[src/rtl/multicycle_ctrl.sv]
// Multi-cycle FETCH/DECODE/EXEC/MEM/WB sequencer for the RV32I core, with a memory wait watchdog.
// Define MULTICYCLE_ILLEGAL_TRAP_EN to trap on illegal opcodes; otherwise they retire as a NOP.
module multicycle_ctrl #(
    parameter int WAIT_MAX = 15
) (
    input  logic       clk,
    input  logic       rst,
    input  logic [6:0] opcode_in,
    input  logic       imem_ready,
    input  logic       dmem_ready,
    output logic       imem_req,
    output logic       ir_we,
    output logic       pc_we,
    output logic       dmem_req,
    output logic       dmem_we,
    output logic       rf_we,
    output logic       alu_src_imm,
    output logic [1:0] U_control,
    output logic       instr_done,
    output logic       trap,
    output logic [1:0] trap_cause
);
    localparam int CW = $clog2(WAIT_MAX + 1);
    localparam logic [CW-1:0] WAIT_LIM = CW'(WAIT_MAX);

    localparam logic [6:0] OP_LOAD   = 7'b0000011;
    localparam logic [6:0] OP_STORE  = 7'b0100011;
    localparam logic [6:0] OP_OP     = 7'b0110011;
    localparam logic [6:0] OP_OPIMM  = 7'b0010011;
    localparam logic [6:0] OP_BRANCH = 7'b1100011;
    localparam logic [6:0] OP_JAL    = 7'b1101111;
    localparam logic [6:0] OP_JALR   = 7'b1100111;
    localparam logic [6:0] OP_LUI    = 7'b0110111;
    localparam logic [6:0] OP_AUIPC  = 7'b0010111;

    localparam logic [1:0] CAUSE_ILLEGAL = 2'b01;
    localparam logic [1:0] CAUSE_TIMEOUT = 2'b10;

    typedef enum logic [2:0] {
        S_FETCH,
        S_DECODE,
        S_EXEC,
        S_MEM,
        S_WB,
        S_TRAP
    } state_t;

    state_t          r_state;
    logic [6:0]      r_op;
    logic [CW-1:0]   r_wait;
    logic [1:0]      r_cause;

    logic            w_is_load;
    logic            w_is_store;
    logic            w_is_branch;
    logic            w_op_legal;
    logic            w_wait_expired;

    function automatic logic f_legal(input logic [6:0] op);
        case (op)
            OP_LOAD, OP_STORE, OP_OP, OP_OPIMM, OP_BRANCH,
            OP_JAL, OP_JALR, OP_LUI, OP_AUIPC: return 1'b1;
            default:                           return 1'b0;
        endcase
    endfunction

    function automatic logic [1:0] f_u_sel(input logic [6:0] op);
        case (op)
            OP_LUI:   return 2'b01;
            OP_AUIPC: return 2'b10;
            default:  return 2'b00;
        endcase
    endfunction

    assign w_is_load      = (r_op == OP_LOAD);
    assign w_is_store     = (r_op == OP_STORE);
    assign w_is_branch    = (r_op == OP_BRANCH);
    assign w_op_legal     = f_legal(r_op);
    assign w_wait_expired = (r_wait == WAIT_LIM);

    // Counter is cleared on every transition into FETCH or MEM so each wait window starts fresh.
    always_ff @(posedge clk or posedge rst) begin
        if (rst) begin
            r_state <= S_FETCH;
            r_op    <= '0;
            r_wait  <= '0;
            r_cause <= 2'b00;
        end else begin
            case (r_state)
                S_FETCH: begin
                    if (imem_ready) begin
                        r_state <= S_DECODE;
                    end else if (w_wait_expired) begin
                        r_state <= S_TRAP;
                        r_cause <= CAUSE_TIMEOUT;
                    end else begin
                        r_wait <= r_wait + CW'(1);
                    end
                end
                S_DECODE: begin
                    r_op <= opcode_in;
`ifdef MULTICYCLE_ILLEGAL_TRAP_EN
                    if (!f_legal(opcode_in)) begin
                        r_state <= S_TRAP;
                        r_cause <= CAUSE_ILLEGAL;
                    end else begin
                        r_state <= S_EXEC;
                    end
`else
                    r_state <= S_EXEC;
`endif
                end
                S_EXEC: begin
                    if (w_is_load || w_is_store) begin
                        r_state <= S_MEM;
                        r_wait  <= '0;
                    end else if (w_is_branch || !w_op_legal) begin
                        r_state <= S_FETCH;
                        r_wait  <= '0;
                    end else begin
                        r_state <= S_WB;
                    end
                end
                S_MEM: begin
                    if (dmem_ready) begin
                        if (w_is_store) begin
                            r_state <= S_FETCH;
                            r_wait  <= '0;
                        end else begin
                            r_state <= S_WB;
                        end
                    end else if (w_wait_expired) begin
                        r_state <= S_TRAP;
                        r_cause <= CAUSE_TIMEOUT;
                    end else begin
                        r_wait <= r_wait + CW'(1);
                    end
                end
                S_WB: begin
                    r_state <= S_FETCH;
                    r_wait  <= '0;
                end
                S_TRAP:  r_state <= S_TRAP;
                default: r_state <= S_FETCH;
            endcase
        end
    end

    // Commit strobes are Mealy on the ready inputs; everything is forced low while rst is high.
    always_comb begin
        imem_req    = 1'b0;
        ir_we       = 1'b0;
        pc_we       = 1'b0;
        dmem_req    = 1'b0;
        dmem_we     = 1'b0;
        rf_we       = 1'b0;
        alu_src_imm = 1'b0;
        instr_done  = 1'b0;
        trap        = 1'b0;
        U_control   = 2'b00;
        trap_cause  = 2'b00;
        if (!rst) begin
            U_control  = f_u_sel(r_op);
            trap_cause = r_cause;
            case (r_state)
                S_FETCH: begin
                    imem_req = 1'b1;
                    ir_we    = imem_ready;
                end
                S_EXEC: begin
                    alu_src_imm = (r_op == OP_OPIMM) || w_is_load || w_is_store || (r_op == OP_JALR);
                    if (w_is_branch || !w_op_legal) begin
                        pc_we      = 1'b1;
                        instr_done = 1'b1;
                    end
                end
                S_MEM: begin
                    dmem_req = 1'b1;
                    dmem_we  = w_is_store;
                    if (dmem_ready && w_is_store) begin
                        pc_we      = 1'b1;
                        instr_done = 1'b1;
                    end
                end
                S_WB: begin
                    rf_we      = 1'b1;
                    pc_we      = 1'b1;
                    instr_done = 1'b1;
                end
                S_TRAP:  trap = 1'b1;
                default: ;
            endcase
        end
    end
endmodule

[config.mk]
export PLATFORM = sky130hd
export DESIGN_NAME = multicycle_ctrl
export DESIGN_NICKNAME = d
export VERILOG_FILES = /design/src/rtl/multicycle_ctrl.sv
export SDC_FILE = /design/constraint.sdc
export NUM_CORES = 1
export LEC_CHECK = 0
export BUFFER_PORTS_ARGS = -buffer_cell sky130_fd_sc_hd__buf_2
export CAP_MARGIN = 20
export CORE_AREA = 2 2 57 59
export CTS_CLUSTER_DIAMETER = 100
export DETAILED_ROUTE_END_ITERATION = 12
export DIE_AREA = 0 0 59 61
export SYNTH_ARGS = -nofsm -noshare
export SYNTH_HDL_FRONTEND = slang
export SYNTH_SLANG_ARGS = --single-unit
[constraint.sdc]
create_clock -name clk -period 1.4 [get_ports clk]
set_input_delay 0.14 -clock clk [delete_from_list [all_inputs] [get_ports clk]]
set_output_delay 0.14 -clock clk [all_outputs]
set_load 0.03 [all_outputs]
==> results of run 1 <==
-- flip-flops by register name, summed over array words and instances, names as in the netlist --
| name | flops |
|---|---|
| r_cause | 1 |
| r_state | 3 |
| r_op | 7 |
| r_wait | 4 |
-- layer usage --
layer,share of wire (%),global-route usage (%),wire length [um],up-vias
li1,-,-,-,530
met1,41,19.95,1311,519
met2,53,33.81,1703,29
met3,2.9,2.772,94,8
met4,2.4,8.117,78,0
met5,0,0,0,-
-- report_power, final --
part,total [W],internal (W),switching [W]
Sequential,0.000895,0.000644,0.000250
Combinational,0.00285,0.00161,0.00124
Clock,0.000274,0.000109,0.000166
-- cell usage after synthesis (all sizes together) --
cell and n:
and3 4, or2 1, nand4 1, nand3 5
a22oi 1, o31ai 2, nand2b 5, a21oi 7
nor2 12, nand2 9, mux2 8, a31oi 3
buf 4, clkbuf 2, o22ai 1, a22o 1
conb 1, o21ai 4, o21a 1, inv 3
nor2b 2, nor4 2, and4bb 1, ha 1
a41oi 1, mux2i 1, nand4b 1, nand3b 1
and3b 1, dfrtp 15, and2 3, and4 1
a21boi 2, and2b 2, o211a 1, nor3 3
-- how the worst max path moves through the flow --
stage	from	end	slack [ns]	cells past startpoint
global route	r_op[2]$_DFFE_PP0P_	pc_we	-0.47	6
CTS	r_op[2]$_DFFE_PP0P_	pc_we	-0.39	6
floorplan	r_op[3]$_DFFE_PP0P_	pc_we	-0.12	6
finish	r_state[1]$_DFF_PP0_	instr_done	-0.41	5
global placement	r_op[3]$_DFFE_PP0P_	r_wait[0]$_DFFE_PP0P_	-0.14	5
detailed placement	r_op[3]$_DFFE_PP0P_	r_wait[0]$_DFFE_PP0P_	-0.18	5
-- kinds of logic (layout without fill, tap and decap cells) --
| logic type | after synthesis | count (layout) | synth area share, % |
|---|---|---|---|
| other | 1 | 1 | 0.3686 |
| multiplexers | 9 | 9 | 10.21 |
| flip-flops | 15 | 15 | 36.90 |
| adder cells (fa/ha/maj) | 1 | 1 | 1.230 |
| AND/OR/NAND/NOR | 54 | 54 | 30.75 |
| buffers and inverters | 9 | 71 | 4.305 |
| AO/OA/AOI/OAI | 24 | 24 | 16.24 |
-- area by class of cell --
| cell class | count | area, um^2 | share of cell area [%] |
|---|---|---|---|
| clock buffers | 3 | 22.52 | 1.229 |
| clock inverters | 1 | 7.507 | 0.4096 |
| inverters | 3 | 11.26 | 0.6143 |
| multi-input cells | 89 | 800.8 | 43.69 |
| flip-flops and latches | 15 | 380.4 | 20.75 |
| well taps | 33 | 41.29 | 2.253 |
| repair buffers | 64 | 569.3 | 31.06 |
-- stage by stage --
stage,power [W],utilization [%]
final,0.004019,62.08
after global routing,0.004262,62.08
after CTS,0.003493,56.44
after detailed placement,0.002686,46.65
after global placement,0.002616,46.65
after floorplan,0.001967,-
-- timing repair --
item	4_1_cts	5_1_grt
pin swaps	10	10
hold buffers	1	0
endpoints found under the setup margin	23	25
cloned	1	0
gates resized for setup	40	35
endpoints found under the hold margin	15	0
setup buffers	10	7
-- critical path, cell delays in order (launching register included) --
cell and delay (ns):
sky130_fd_sc_hd__dfrtp_2 0.46, sky130_fd_sc_hd__nor2_1 0.33, sky130_fd_sc_hd__buf_4 0.17, sky130_fd_sc_hd__nand2_1 0.08, sky130_fd_sc_hd__a21oi_4 0.18, sky130_fd_sc_hd__buf_6 0.15
-- cell usage in the layout (no fill, tap or decap), drive strengths merged --
cell type,netlist,final
a21boi,2,2
a21oi,7,7
a22o,1,1
a22oi,1,1
a31oi,3,3
a41oi,1,1
and2,3,3
and2b,2,2
and3,4,4
and3b,1,1
and4,1,1
and4bb,1,1
buf,4,63
clkbuf,2,3
clkinvlp,0,1
conb,1,1
dfrtp,15,15
dlymetal6s4s,0,1
ha,1,1
inv,3,3
mux2,8,8
mux2i,1,1
nand2,9,9
nand2b,5,5
nand3,5,5
nand3b,1,1
nand4,1,1
nand4b,1,1
nor2,12,12
nor2b,2,2
nor3,3,3
nor4,2,2
o211a,1,1
o21a,1,1
o21ai,4,4
o22ai,1,1
o31ai,2,2
or2,1,1
==> results, run 1 <==
- The final worst-path cycle share is 129.2%.
- In the post-route analysis, the smallest setup slack over all paths is -0.4083 ns.
- The layout cell share with drive strength beyond 1 is 62.86%.
- The first global-routing pass estimated 4836 um of wire.
- The worst hold endpoint is r_op[3]$_DFFE_PP0P_.
- In this run the cell area of the synthesized design comes to 0.001017 mm^2.
- After synthesis the netlist holds a flip-flop and latch count of 15.
- Timing would allow up to 0.5530 GHz.
- The number of violations of the max-capacitance limit is 0.
- Setup repair after global routing could not meet its margin everywhere.
- The clock buffer count from CTS is 3.
- The final worst hold slack is 0.06059 ns.
- The path type of the worst setup path is reg -> out.
- Data on the critical path is required at its endpoint by 1.26 ns.
- The count of cells along the worst hold path is 2.
- The area share of the largest cell type after synthesis is 36.90%.
- The floorplan has 20 rows.
- The number of cells on the worst reg-to-reg path is 6.
- The worst register-to-register path begins at r_op[2]$_DFFE_PP0P_.
- After the first detailed-routing iteration, the DRC count stood at 27.
- The CTS clock-pin slew for the worst setup and hold paths is 0.11 ns.
- The top cell type by total area after synthesis is sky130_fd_sc_hd__dfrtp_1.
- The setup clock skew after layout is 0.007787 ns.
- The total area inside the core boundary comes to 0.002953 mm^2.
- The summed negative setup slack over all endpoints is -4.125 ns.
- The maximum buffer depth of the clock tree is 2.
- The TritonCTS clock tree is yes.
- The run finished, with violations left.
- The die outline height is 61 um.
- During synthesis, Yosys emitted a total of 0 warnings.
- The number of antenna violations at the first check in global routing came to 0.
- Synthesis produced a netlist whose cell count is 113.
- The number of unique standard cell types used by synthesis is 44.
- The detail-routed via count per cell is 5.221.
- The leakage power figure is 0.8396 nW.
- Entering global routing, the biggest net connects 11 pins.
- After synthesis, the cell types taking the most area are sky130_fd_sc_hd__dfrtp_1 37%, sky130_fd_sc_hd__mux2_2 6.6%, sky130_fd_sc_hd__nor2_1 4.1%.
- The synthesized area per cell is 9.002 um^2.
- The filler cells instantiated in the layout total 230.
- For this configuration, the core starts out at a cell density of 34.45%.
- The overall die width is 59 um.
- The endpoint arrival time on the critical path is 1.67 ns.
- After detailed routing, the average wire length per cell comes to 15.33 um.
- The net count reported at finish is 188.
- At the placement stage, the worst setup path has a slack of -0.1804 ns.
- The worst register-to-register path ends at r_wait[0]$_DFFE_PP0P_.
- After layout, the minimum clock period comes to 1.808 ns.
- The area growth from synthesis to layout is 80.20%.
- Summing all placed instances gives a cell area of 0.001378 mm^2.
- In this run the clock root is driven by a sky130_fd_sc_hd__clkbuf_4.
- The checks that failed: negative setup slack.
- The maximum level of the CTS H-tree is 1.
- The type of the most critical hold path is in -> reg.
- The design area is 0.001833 mm^2.
- The worst setup path is launched from a register.
- The final count of pins violating max slew was 0.
- The hold violation total from the final report is 0.
- The count of buffers from port buffering is 22.
- 24 I/O pins were placed.
- The post-detailed-placement half-perimeter wirelength is 2067 um.
- In this run the most critical hold path is launched from opcode_in[3].
- Of the synthesized area, sequential elements account for 36.90%.
- The sort of element at the end of the critical path is an output port.
- The setup check on the worst reg-to-reg path leaves a slack of -0.32 ns.
- The number of nets with antenna violations after detailed routing is 0.
- For this run the aggregate overflow at the end of global routing stands at 0.
- The clock net in this run drives a total of 15 sinks.
- The number of global-route vias before repair was 1114.
- The final instance count without filler cells is 208.
- The residual DRC count is 0.
- IR analysis of the VDD net gives a maximum drop of 1.144 mV.
- The number of placed cells counting well taps is 188.
- The final wirelength is 3188 um.
- The overall via count from detail_route is 1086.
- Setup violations remaining at the end of the flow were counted as 18.
- For this design the ratio of total power to cell area is 2193 mW/mm^2.
- The number of nets in the synthesized netlist is 125.
- The congestion estimate from routability-driven global placement came to 0.7655.
- In this run the worst path has a maximum fanout of 4.
- The number of antenna diodes is 0.
- The total iterations of the first detailed-routing run is 4.
- The floorplan step defined a die boundary enclosing 0.003599 mm^2.
- The clock latency reported for the late side of the worst-skew pair is 0.30 ns.
- Global routing consumed, over all layers together, 18.00% of the routing resources.
Note: power is estimated with default switching activity, not from simulation.
==> run 2: changes to the inputs <==
- CORE_AREA: 2 2 57 59 -> 2 2 50 52
- DIE_AREA: 0 0 59 61 -> 0 0 52 54
- PLACE_DENSITY: unset -> 0.72
==> results, run 2 (same netlist as run 1, synthesis figures left out) <==
- The count of buffer and inverter cells on the critical path is 1 (was 2).
- The count of boundary I/O pins is 24 (unchanged).
- The post-detailed-placement half-perimeter wirelength is 2093 um (was 2067 um).
- The layout cell share with drive strength beyond 1 is 64.74% (was 62.86%).
- The number of antenna diodes is 0 (unchanged).
- The count of cell instances traversed by the critical path is 6 (was 5).
- The cell area reported after detailed placement is 0.001376 mm^2 (was 0.001378 mm^2).
- The number of violations of the max-capacitance limit is 0 (unchanged).
- The footprint of the multi-input gates was 795.8 um^2 (was 800.8 um^2).
- The count of buffers from port buffering was 22 (unchanged).
- The number of cells on the worst reg-to-reg path is 7 (was 6).
- The summed negative setup slack over all endpoints is -4.541 ns (was -4.125 ns).
- RSZ-0062 raised after global routing: yes (unchanged).
- The delay of the slowest cell on the worst path is 0.46 ns (about the same).
- The design area is 0.001788 mm^2 (was 0.001833 mm^2).
- The final count of pins violating max slew came to 0 (unchanged).
- Failing checks: negative setup slack (unchanged).
- The net count reported at finish is 186 (was 188).
- Top flop regs: r_op: 7 flops, r_wait: 4 flops, r_state: 3 flops (unchanged).
- The type of the most critical hold path is in -> async (was in -> reg).
- The wire length of the first global-routing pass is 5319 um (was 4836 um).
- The CTS clock-pin slew for the worst setup and hold paths came to 0.10 ns (was 0.11 ns).
- The leakage power figure was 0.8314 nW (was 0.8396 nW).
- The clock buffer count from CTS is 3 (unchanged).
- The hold violation total from the final report came to 0 (unchanged).
- The gate family responsible for the most delay along the worst path is compound AO/OA/AOI/OAI gates (was flip-flops).
- The power density of the placed cells came to 2242 mW/mm^2 (was 2193 mW/mm^2).
- Most used cells in the layout excluding fill and tap cells: 26 x sky130_fd_sc_hd__buf_6, 24 x sky130_fd_sc_hd__buf_4, 12 x sky130_fd_sc_hd__dfrtp_1 (was 29 x sky130_fd_sc_hd__buf_4, 21 x sky130_fd_sc_hd__buf_6, 11 x sky130_fd_sc_hd__buf_2, 11 x sky130_fd_sc_hd__dfrtp_1).
- The number of global-route vias before repair is 1151 (was 1114).
- The pin count of the biggest net entering global routing was 14 (was 11).
- The endpoint arrival time on the critical path is 1.68 ns (was 1.67 ns).
- The routed wirelength normalized by instance count is 17.47 um (was 15.33 um).
- The kind of launch point of the worst setup path is a register (unchanged).
- The clock root buffer master is sky130_fd_sc_hd__clkbuf_4 (unchanged).
- The overall routing resource usage is 26.42% (was 18.00%).
- The final wirelength is 3546 um (was 3188 um).
- The initial detailed-routing violation count is 21 (was 27).
- The final critical path time including I/O delays and setup is 1.822 ns (was 1.808 ns).
- The standard cell with the maximum stage delay on the critical path is sky130_fd_sc_hd__dfrtp_2 (unchanged).
- The overall die width came to 52 um (was 59 um).
- The number of antenna violations at the first check in global routing came to 0 (unchanged).
- The commonest non-fill, non-tap cell in the layout is sky130_fd_sc_hd__buf_6 (was sky130_fd_sc_hd__buf_4).
- The number of setup violations in the final report is 24 (was 18).
- The final instance count without filler cells was 203 (was 208).
- The row count is 18 (was 20).
- The die outline height came to 54 um (was 61 um).
- The leftover overflow at the end of global routing is 0 (unchanged).
- The floorplan die area is 0.002808 mm^2 (was 0.003599 mm^2).
- Outcome: finished, violations left (unchanged).
- The register area is 379.1 um^2 (was 380.4 um^2).
- The number of placed cells counting well taps is 187 (was 188).
- The total power of the final layout is 0.004008 W (was 0.004019 W).
- The number of inserted filler cells in the final layout was 145 (was 230).
- The final worst hold slack came to 0.06822 ns (was 0.06059 ns).
- The setup clock skew after layout is 0.005064 ns (was 0.007787 ns).
- The starting density of the core was 43.85% (was 34.45%).
- The path type of the worst setup path is reg -> out (unchanged).
- The slack of the critical path is -0.4221 ns (was -0.4083 ns).
- The register with the most flip-flops is r_op (unchanged).
- The number of nets with antenna violations after detailed routing is 0 (unchanged).
- The residual DRC count was 0 (unchanged).
- The maximum level of the CTS H-tree was 1 (unchanged).
- The sort of element at the end of the critical path is an output port (unchanged).
- The clock latency reported for the late side of the worst-skew pair came to 0.29 ns (was 0.30 ns).
- The TritonCTS sink count is 15 (unchanged).
- The critical path data required time was 1.26 ns (about the same).
- The overall via count from detail_route came to 1137 (was 1086).
- The achievable frequency is 0.5488 GHz (was 0.5530 GHz).
- The total iterations of the first detailed-routing run is 4 (unchanged).
- The worst vdd rail ir drop is 1.683 mV (was 1.144 mV).
- Crit-path cells: nor2b_4, o31ai_2, a21oi_2, o21ai_2, a21oi_4, buf_6 (was nor2_1, buf_4, nand2_1, a21oi_4, buf_6).
- The area of the core is 0.002320 mm^2 (was 0.002953 mm^2).
- The routability congestion estimate was 0.9475 (was 0.7655).
- The flip-flop count of the largest register after layout is 7 (unchanged).
- The TritonCTS clock tree is yes (unchanged).
- The final worst-path cycle share is 130.2% (was 129.2%).
- The maximum buffer depth of the clock tree is 2 (unchanged).
- The detail-routed via count per cell is 5.601 (was 5.221).
- The area overhead of the layout relative to synthesis is 75.77% (was 80.20%).
- The largest fanout of any net on the critical path came to 4 (unchanged).
run 2: power breakdown:
part / total [W] / internal [W] / switching (W) / leakage, nW
Sequential: 0.000882 / 0.000642 / 0.000240 / 0.178
Clock: 0.000261 / 0.000111 / 0.000150 / 0.0150
Combinational: 0.00286 / 0.00159 / 0.00128 / 0.639
Total: 0.00401 / 0.00234 / 0.00167 / 0.831
run 2: repair_timing:
action	4_1_cts	5_1_grt
buffers inserted	10	3
pin swaps	14	11
gates resized for setup	64	16
setup endpoints to repair	24	26
hold endpoints to repair	2	0
hold buffers	1	0
run 2: worst register-to-register path: cells and delay by family, from the launching register on:
family	cells	cell delay (ns)
flops	1	0.46
simple gates	3	0.43
mux	1	0.27
buf+inv	2	0.26
compound gates	1	0.27
run 2: final timing paths:
check / start / to / slack, ns
setup / recovery: r_op[2]$_DFFE_PP0P_ / instr_done / -0.42
hold / removal: rst / r_op[4]$_DFFE_PP0P_ / 0.07
setup reg to reg: r_op[2]$_DFFE_PP0P_ / r_wait[0]$_DFFE_PP0P_ / -0.40
hold reg to reg: r_cause[1]$_DFFE_PP0P_ / r_cause[1]$_DFFE_PP0P_ / 0.48
max in group asynchronous: rst / r_state[0]$_DFF_PP0_ / 0.83
min in group clk: opcode_in[0] / r_op[0]$_DFFE_PP0P_ / 0.07
run 2: per-stage QoR:
step	utilization, %	worst slack (ns)
global placement	59.33	-0.09492
global route	77.08	-0.4771
finish	77.08	-0.4221
floorplan	-	-0.1160
CTS	74.60	-0.3700
detailed placement	59.33	-0.1777
run 2: area by class of cell:
class                           count  area share (%)
Timing Repair Buffer               62           30.09
Inverter                            3          0.6298
Tap cell                           30           2.099
Clock buffer                        4           1.470
Sequential cell                    15           21.20
Multi-Input combinational cell     89           44.51
run 2: per-layer routing:
metal / track usage, % / up-vias / share of wire, %
met5: 0 / - / 0
met3: 3.889 / 18 / 4.6
met2: 47.26 / 41 / 51
li1: - / 525 / -
met4: 13.16 / 0 / 4.5
met1: 30.76 / 553 / 40
==> run 3: changes to the inputs <==
- CORE_AREA: 2 2 50 52 -> 2 2 46 48
- DIE_AREA: 0 0 52 54 -> 0 0 48 50
- PLACE_DENSITY: 0.72 -> 0.8
- REMOVE_ABC_BUFFERS: unset -> 1
- clock period: 1.4 -> 2.3 ns (I/O delays scaled with it)
==> results, run 3 (same netlist as run 1, synthesis figures left out) <==
- The maximum buffer depth of the clock tree was 2 (unchanged).
- The final critical path time including I/O delays and setup is 2.108 ns.
- The path type of the worst setup path was reg -> out (unchanged).
- The TritonCTS sink count was 15 (unchanged).
- The area overhead of the layout relative to synthesis is 15.50% (was 75.77%).
- Outcome: finished, final reports clean (was finished, violations left).
- The worst vdd rail ir drop is 0.6447 mV (was 1.683 mV).
- The routability congestion estimate is 0.8690 (was 0.9475).
- The starting density of the core is 53.49% (was 43.85%).
- The maximum level of the CTS H-tree came to 1 (unchanged).
- The count of buffer and inverter cells on the critical path is 1 (unchanged).
- The overall die width is 48 um (was 52 um).
- The final count of pins violating max slew came to 0 (unchanged).
- The post-CTS setup repair buffer count is 0 (was 10).
- The number of antenna diodes is 0 (unchanged).
- The CTS clock-pin slew for the worst setup and hold paths is 0.10 ns (about the same).
- The hold violation total from the final report is 0 (unchanged).
- The commonest non-fill, non-tap cell in the layout is sky130_fd_sc_hd__buf_2 (was sky130_fd_sc_hd__buf_6).
- Crit-path cells: and2b_2, nand3_1, nor2_1, o21ai_0, a21oi_1, buf_2 (was nor2b_4, o31ai_2, a21oi_2, o21ai_2, a21oi_4, buf_6).
- The count of cell instances traversed by the critical path is 6 (unchanged).
- The gate family responsible for the most delay along the worst path is simple AND/OR/NAND/NOR gates (was compound AO/OA/AOI/OAI gates).
- The clock root buffer master was sky130_fd_sc_hd__clkbuf_4 (unchanged).
- The net count reported at finish is 148 (was 186).
- RSZ-0062 raised after global routing: no (was yes).
- The type of the most critical hold path is in -> reg (was in -> async).
- The clock latency reported for the late side of the worst-skew pair came to 0.28 ns (was 0.29 ns).
- The count of boundary I/O pins is 24 (unchanged).
- The delay of the slowest cell on the worst path is 0.53 ns (was 0.46 ns).
- The layout cell share with drive strength beyond 1 is 32.59% (was 64.74%).
- The kind of launch point of the worst setup path was a register (unchanged).
- The overall routing resource usage is 19.01% (was 26.42%).
- The sort of element at the end of the critical path is an output port (unchanged).
- Most used cells in the layout excluding fill and tap cells: 22 x sky130_fd_sc_hd__buf_2, 15 x sky130_fd_sc_hd__dfrtp_1, 11 x sky130_fd_sc_hd__nor2_1 (was 26 x sky130_fd_sc_hd__buf_6, 24 x sky130_fd_sc_hd__buf_4, 12 x sky130_fd_sc_hd__dfrtp_1).
- The detail-routed via count per cell was 5.580 (was 5.601).
- The initial detailed-routing violation count came to 16 (was 21).
- The endpoint arrival time on the critical path is 1.88 ns (was 1.68 ns).
- The power density of the placed cells was 1236 mW/mm^2 (was 2242 mW/mm^2).
- Top flop regs: r_op: 7 flops, r_wait: 4 flops, r_state: 3 flops (unchanged).
- The count of buffers from port buffering came to 22 (unchanged).
- The cell area reported after detailed placement is 0.001136 mm^2 (was 0.001376 mm^2).
- The routed wirelength normalized by instance count was 13.18 um (was 17.47 um).
- The die outline height was 50 um (was 54 um).
- The floorplan die area came to 0.002400 mm^2 (was 0.002808 mm^2).
- The row count came to 16 (was 18).
- The leftover overflow at the end of global routing is 0 (unchanged).
- The total iterations of the first detailed-routing run was 4 (unchanged).
- The overall via count from detail_route is 904 (was 1137).
- The number of inserted filler cells in the final layout is 180 (was 145).
- The flip-flop count of the largest register after layout was 7 (unchanged).
- The number of global-route vias before repair is 812 (was 1151).
- The register with the most flip-flops is r_op (unchanged).
- The leakage power figure was 0.5582 nW (was 0.8314 nW).
- The number of violations of the max-capacitance limit is 0 (unchanged).
- The setup clock skew after layout is 0.01085 ns (was 0.005064 ns).
- The number of nets with antenna violations after detailed routing is 0 (unchanged).
- The number of cells on the worst reg-to-reg path came to 5 (was 7).
- The area of the core is 0.001902 mm^2 (was 0.002320 mm^2).
- The TritonCTS clock tree was yes (unchanged).
- The design area came to 0.001175 mm^2 (was 0.001788 mm^2).
- The number of antenna violations at the first check in global routing is 0 (unchanged).
- The critical path data required time is 2.07 ns (was 1.26 ns).
- Timing would allow up to 0.4744 GHz.
- The clock buffer count from CTS was 3 (unchanged).
- The standard cell with the maximum stage delay on the critical path is sky130_fd_sc_hd__dfrtp_1 (was sky130_fd_sc_hd__dfrtp_2).
- The final wirelength is 2135 um (was 3546 um).
- The post-detailed-placement half-perimeter wirelength is 1624 um (was 2093 um).
- The number of setup violations in the final report is 0 (was 24).
- The final worst-path cycle share is 91.65%.
- The summed negative setup slack over all endpoints is 0 ns (was -4.541 ns).
- The wire length of the first global-routing pass came to 3305 um (was 5319 um).
- The residual DRC count came to 0 (unchanged).
- Counting instances, the worst hold path has a depth of 2.
- The largest fanout of any net on the critical path was 13 (was 4).
- The pin count of the biggest net entering global routing came to 18 (was 14).
## run 3: cell count changes in the layout (fill, tap and decap cells not counted), moves of 3 or more
| cell | before | now |
|---|---|---|
| sky130_fd_sc_hd__buf_6 | 26 | 0 |
| sky130_fd_sc_hd__buf_4 | 24 | 1 |
| sky130_fd_sc_hd__buf_2 | 11 | 22 |
| sky130_fd_sc_hd__mux2_4 | 8 | 1 |
| sky130_fd_sc_hd__mux2_2 | 0 | 6 |
| sky130_fd_sc_hd__a21oi_1 | 2 | 7 |
| sky130_fd_sc_hd__a21oi_2 | 4 | 0 |
| sky130_fd_sc_hd__nor2_1 | 7 | 11 |
| sky130_fd_sc_hd__and2_1 | 0 | 3 |
| sky130_fd_sc_hd__and2_4 | 3 | 0 |
| sky130_fd_sc_hd__dfrtp_1 | 12 | 15 |
| sky130_fd_sc_hd__dfrtp_2 | 3 | 0 |
| sky130_fd_sc_hd__nor2_4 | 3 | 0 |
## run 3: cell type report
cell class / count / area (um^2) / share of cell area (%)
Clock buffer: 3 / 22.52 / 1.917
Tap cell: 27 / 33.78 / 2.875
Inverter: 3 / 11.26 / 0.9585
Clock inverter: 1 / 5.005 / 0.4260
Multi-Input combinational cell: 89 / 599.3 / 51.01
Sequential cell: 15 / 375.4 / 31.95
Timing Repair Buffer: 24 / 127.6 / 10.86
## run 3: report_power, final
part           leakage [nW]  switching, W  internal (W)  total (W)
logic                 0.360      0.000369      0.000341   0.000710
clock network        0.0177     0.0000879     0.0000644   0.000152
registers             0.181      0.000205      0.000384   0.000590
total                 0.558      0.000662      0.000790    0.00145
## run 3: per-stage QoR
stage	util (%)	hold slack, ns	cells	total power (W)	worst slack (ns)
2_1_floorplan	-	0.1449	107	0.001116	0.06573
3_3_place_gp	59.74	0.2291	157	0.001246	0.5620
3_5_place_dp	59.74	0.2347	157	0.001291	0.4687
4_1_cts	61.71	0.1499	162	0.001448	0.1387
5_1_grt	61.78	0.1411	162	0.001565	0.05070
6_report	61.78	0.1540	162	0.001452	0.1921
## run 3: routing by layer
metal	vias to the layer above	GRT usage, %	part of all wire (%)
li1	449	-	-
met1	425	26.51	47
met2	28	28.67	47
met3	2	4.762	5.2
met4	0	5.405	0.66
met5	-	0	0
## run 3: path summary, 6_finish.rpt
kind / startpoint / to / slack [ns]
worst max-delay path: r_state[2]$_DFF_PP0_ / instr_done / 0.19
worst max register to register: r_state[2]$_DFF_PP0_ / r_wait[0]$_DFFE_PP0P_ / 0.49
worst min-delay path: opcode_in[5] / r_op[5]$_DFFE_PP0P_ / 0.15
max in group asynchronous: rst / r_state[0]$_DFF_PP0_ / 1.35
worst min register to register: r_cause[1]$_DFFE_PP0P_ / r_cause[1]$_DFFE_PP0P_ / 0.47
min in group asynchronous: rst / r_wait[0]$_DFFE_PP0P_ / 0.51
## run 3: repair_timing
item / in CTS / in global routing
gates resized for setup: 0 / 1
hold endpoints to repair: 5 / 0
setup endpoints to repair: 0 / 2
hold buffers: 1 / 0
